--- src/rtl/regfile_sb.sv ---
// Integer register file with per-register outstanding-write counters.
// Two bypassed combinational read ports, one WB write port, RAW/saturation issue stall.
module regfile_sb #(
  parameter int NREG   = 32,
  parameter int XLEN   = 32,
  parameter int PEND_W = 2
) (
  input  logic            clk_i,
  input  logic            rst_ni,
  input  logic            reg_write_enable_i,
  input  logic [4:0]      write_addr_i,
  input  logic [XLEN-1:0] write_data_i,
  input  logic [4:0]      raddr1_i,
  input  logic [4:0]      raddr2_i,
  output logic [XLEN-1:0] rdata1_o,
  output logic [XLEN-1:0] rdata2_o,
  input  logic            rs1_used_i,
  input  logic            rs2_used_i,
  input  logic            issue_valid_i,
  input  logic            issue_wen_i,
  input  logic [4:0]      issue_dest_i,
  output logic            issue_stall_o,
  input  logic            flush_i,
  output logic            sb_err_o,
  input  logic [4:0]      dbg_addr_i,
  output logic [XLEN-1:0] dbg_data_o
);

  logic            wr_valid;
  logic            accept;
  logic            issue_stall;
  logic            sb_err_q, sb_err_d;
  logic [XLEN-1:0] reg_view [NREG];
  logic [NREG-1:0] pend_nz;
  logic [NREG-1:0] cnt_max;
  logic [NREG-1:0] cnt_zero;

  assign wr_valid = rst_ni && reg_write_enable_i && (write_addr_i != 5'd0);

  genvar gi;
  generate
    for (gi = 0; gi < NREG; gi++) begin : g_reg
      if (gi == 0) begin : g_zero
        assign reg_view[gi] = '0;
        assign pend_nz[gi]  = 1'b0;
        assign cnt_max[gi]  = 1'b0;
        assign cnt_zero[gi] = 1'b1;
      end else begin : g_live
        logic [XLEN-1:0]   data_q;
        logic [PEND_W-1:0] cnt_q, cnt_d;
        logic              wr_hit, inc, dec;

        assign wr_hit = wr_valid && (write_addr_i == 5'(gi));
        assign inc    = accept && issue_wen_i && (issue_dest_i == 5'(gi));
        assign dec    = wr_hit && (cnt_q != '0);

        // Simultaneous inc and dec cancel; flush overrides both.
        always_comb begin
          cnt_d = cnt_q;
          if (flush_i)          cnt_d = '0;
          else if (inc && !dec) cnt_d = cnt_q + PEND_W'(1);
          else if (dec && !inc) cnt_d = cnt_q - PEND_W'(1);
        end

        always_ff @(posedge clk_i or negedge rst_ni) begin
          if (!rst_ni) begin
            data_q <= '0;
            cnt_q  <= '0;
          end else begin
            if (wr_hit) data_q <= write_data_i;
            cnt_q <= cnt_d;
          end
        end

        assign reg_view[gi] = data_q;
        // Pending after discounting a write landing this cycle, floored at zero.
        assign pend_nz[gi]  = (cnt_q > PEND_W'(1)) || ((cnt_q == PEND_W'(1)) && !wr_hit);
        assign cnt_max[gi]  = (cnt_q == {PEND_W{1'b1}});
        assign cnt_zero[gi] = (cnt_q == '0);
      end
    end
  endgenerate

  assign rdata1_o = !rst_ni ? '0 :
                    (wr_valid && (write_addr_i == raddr1_i)) ? write_data_i : reg_view[raddr1_i];
  assign rdata2_o = !rst_ni ? '0 :
                    (wr_valid && (write_addr_i == raddr2_i)) ? write_data_i : reg_view[raddr2_i];
  assign dbg_data_o = !rst_ni ? '0 : reg_view[dbg_addr_i];

  assign issue_stall = rst_ni && issue_valid_i &&
                       ((rs1_used_i && pend_nz[raddr1_i]) ||
                        (rs2_used_i && pend_nz[raddr2_i]) ||
                        (issue_wen_i && (issue_dest_i != 5'd0) && cnt_max[issue_dest_i]));
  assign accept        = issue_valid_i && !issue_stall && !flush_i;
  assign issue_stall_o = issue_stall;

  assign sb_err_d = sb_err_q || (wr_valid && !flush_i && cnt_zero[write_addr_i]);

  always_ff @(posedge clk_i or negedge rst_ni) begin
    if (!rst_ni) sb_err_q <= 1'b0;
    else         sb_err_q <= sb_err_d;
  end

  assign sb_err_o = sb_err_q;

endmodule
--- config.mk ---
export PLATFORM = sky130hd
export DESIGN_NAME = regfile_sb
export DESIGN_NICKNAME = d
export VERILOG_FILES = /design/src/rtl/regfile_sb.sv
export SDC_FILE = /design/constraint.sdc
export NUM_CORES = 2
export LEC_CHECK = 0
export CAP_MARGIN = 20
export CORE_AREA = 2 2 332 334
export DETAILED_ROUTE_END_ITERATION = 12
export DIE_AREA = 0 0 334 336
export GPL_TIMING_DRIVEN = 0
export PLACE_DENSITY = 0.88
export SLEW_MARGIN = 20
export SYNTH_ARGS = -nofsm -noshare
export SYNTH_HDL_FRONTEND = slang
export SYNTH_SLANG_ARGS = --single-unit
export TNS_END_PERCENT = 30
--- constraint.sdc ---
create_clock -name clk_i -period 9.24 [get_ports clk_i]
set_clock_uncertainty 0.15 [all_clocks]
set_input_delay 2.772 -clock clk_i [delete_from_list [all_inputs] [get_ports clk_i]]
set_output_delay 2.772 -clock clk_i [all_outputs]
set_load 0.01 [all_outputs]
==> impl_metrics.toml <==
[placed_design]
portBuffers = 151
dpl_worst_slack_ps = -1900
place.gp.congestion = 1.02
dpl.cell_count = 6343
dp_hpwl_mm = 179
placed_cell_area_um2 = 72600

[power]
p_leak_nw = 33.3
internal-power_mw = 9.77
combPwrFrac = 0.231
finalPower_mw = 13.9
switching_share = 0.297
power.density_nw_per_um2 = 179
clkPwrFrac = 0.351
peakVddDrop_v = 0.000178
p_sw_mw = 4.13
seqPwrFrac = 0.418

[setup_path]
crit_top_cell = "clkbuf_1"
cp_slowest_stage_delay_ps = 880
worstPathCellList = "buf_16 > buf_4 > clkbuf_2 > clkbuf_1 > clkbuf_1 > and2_1 > clkdlybuf4s50_1"
reg2reg_depth = 12
critPathRequiredTime_ps = 6320
cp-end-kind = "primary output"
crit_type = "input port to primary output"
critPathMaxFanout = 47
start_kind = "input port"
slowest_stage = "clkbuf_1"
cp.arrival_ps = 6560

[cts]
htree_levels = 3
clockBufferDepth = 3
cts_tree = "yes"
clk_pin_slew_worst_paths_ps = 60
root_buffer = "clkbuf_16"
numCtsBuffers = 113
clock-sinks = 1055
cts_hold_buf = 0
insertion_delay_ps = 750

[synthesis]
synth_top_area_frac = 0.383
synth_warnings = 0
synth_compound_area_frac = 0.0351
yosysMostFrequentCell = "mux2_2"
syn_nets = 4921
synth-xor-area-share = 0.00877
synth_area_per_cell_um2 = 14.5
muxShareOfSynthArea = 0.479
synthAdderAreaFrac = 0.0169
synth_top_family_by_area = "multiplexers"
synth_area_um2 = 68900
synth_edf_count = 0
synth.area.top_cells = "dfrtp_1 38%, mux4_2 29%, mux2_2 17%, clkbuf_1 2.0%, ha_1 1.7%"
synth_seq_cells = 1055
yosys.area.top_type = "dfrtp_1"
async_flop_share = 1.00
synth-simple-area-share = 0.0441
synthFlopType = "dfrtp_1"
seq_area_frac_synth = 0.383
synth_common_cells = "1,066 x mux2_2, 1,055 x dfrtp_1, 883 x mux4_2, 361 x clkbuf_1, 213 x nand2_1"
ys_types = 76
syn_inst = 4763

[route]
ant_nets = 0
vias = 54600
drt_iter0_markers = 10600
via_per_inst = 8.32
wire_per_inst_um = 41.0
drcViolationCount = 0
wirelength_mm = 269
dr.pass1.iters = 9

[floorplanning]
die_x_um = 334
die_area_um2 = 112000
fp.coreArea_um2 = 108000
start_util = 0.636
fp-row-count = 121
pin_count = 163
die_h_um = 336

[min_path]
hold_class = "flop to flop"
hold_depth = 2

[layout]
num-fill-cells = 6606
area_growth_pct = 12.7
nNetsFinal = 5208
fin_cells = 6570
fin_area_um2 = 77600
drive_gt1_frac = 0.483

[grt]
grt_overflow = 0
grt_pass1_vias = 54700
grt_pass1_wl_mm = 383
grt_use_total = 0.486
antenna_found_initial = 14
grt_start_max_net_pins = 154

[flow_run]
max_cap_violations = 0

[timing]
worst_pin_slew_ps = 1390
grt_setup_unrepaired = "true"
hold_violations = 0
finalWorstSetupSlack_ps = -241
finalCriticalPeriod_ps = 9480
finalSetupViolCount = 38
fmax_mhz = 105
fin_crit_sh = 1.03
relSlewSlack = 0.0755
slew_viol_final = 0

[status]
outcome = "finished, violations left"
violations = "negative setup slack"
==> routing by layer <==
metal	part of all wire	vias to the layer above	GRT usage
li1	-	19300	-
met1	0.31	27400	0.576
met2	0.41	6021	0.665
met3	0.17	1901	0.251
met4	0.11	35	0.374
met5	0.0028	-	0.0528
==> worst paths after layout <==
kind | from | to | slack, ps
min in group asynchronous | rst_ni | g_reg[29].g_live.data_q[2]$_DFFE_PN0P_ | 1780
setup / recovery | rst_ni | rdata2_o[13] | -240
hold reg to reg | g_reg[31].g_live.data_q[14]$_DFFE_PN0P_ | g_reg[31].g_live.data_q[14]$_DFFE_PN0P_ | 370
hold / removal | g_reg[31].g_live.data_q[14]$_DFFE_PN0P_ | g_reg[31].g_live.data_q[14]$_DFFE_PN0P_ | 370
setup reg to reg | g_reg[17].g_live.cnt_q[1]$_DFFE_PN0P_ | g_reg[27].g_live.cnt_q[1]$_DFFE_PN0P_ | 5440
max in group asynchronous | rst_ni | g_reg[24].g_live.data_q[14]$_DFFE_PN0P_ | 4900
==> cell type report <==
| type | count | area (um2) | share of cell area |
|---|---|---|---|
| buffer | 507 | 2980 | 0.0384 |
| clock inverter | 33 | 429 | 0.00553 |
| antenna | 16 | 40.0 | 0.000516 |
| clock buffer | 172 | 3430 | 0.0442 |
| timing repair buffer | 177 | 1930 | 0.0248 |
| tap | 1414 | 1770 | 0.0228 |
| inverter | 74 | 278 | 0.00358 |
| multi-input combinational | 3122 | 40400 | 0.520 |
| sequential | 1055 | 26400 | 0.340 |
==> critical path, delay by kind of cell <==
| kind | cells | cell delay, ps |
|---|---|---|
| buf+inv | 6 | 3350 |
| simple gates | 1 | 360 |
==> cells by family after synthesis <==
family / Yosys count
buffers and inverters: 586
adder cells (fa/ha/maj): 93
XOR/XNOR: 69
multiplexers: 2060
flip-flops: 1055
AO/OA/AOI/OAI: 321
AND/OR/NAND/NOR: 579
==> power by group through the flow <==
stage	combinational, mW	sequential (mW)	clock (mW)
finish	3.21	5.82	4.88
global route	3.27	5.86	5.00
CTS	3.08	5.76	4.79
detailed placement	3.01	5.82	0
global placement	2.90	5.77	0
floorplan	2.10	5.63	0
==> sequential cells by signal, summed over array words and instances (netlist names) <==
name,flops
g.g_live.cnt_q,62
g.g_live.data_q,992
sb_err_o,1
==> layout by cell type, fill, tap and decap left out, types with 93 or more instances in the layout <==
cell,Yosys,layout
dfrtp_1,1055,1055
mux4_2,883,883
mux2_2,1066,1066
nor2_1,122,120
ha_1,93,93
clkdlybuf4s50_1,0,149
mux2i_1,111,109
nand2_1,213,213
clkbuf_1,361,216
a22o_1,96,96
clkbuf_16,0,121
==> per-stage QoR <==
stage	TNS, ps	utilization	hold WS, ps
floorplan	0	-	324
global placement	-	0.666	346
detailed placement	-127560	0.670	355
CTS	-476	0.713	370
global route	-363	0.716	395
finish	-2310	0.716	374
==> what timing repair did <==
item | CTS | global route
buffers inserted | 5 | 5
cloned | 1 | 0
pin swaps | 5 | 3
resized for setup | 343 | 116
setup endpoints to repair | 97 | 97
(Power assumes the default switching activity.)
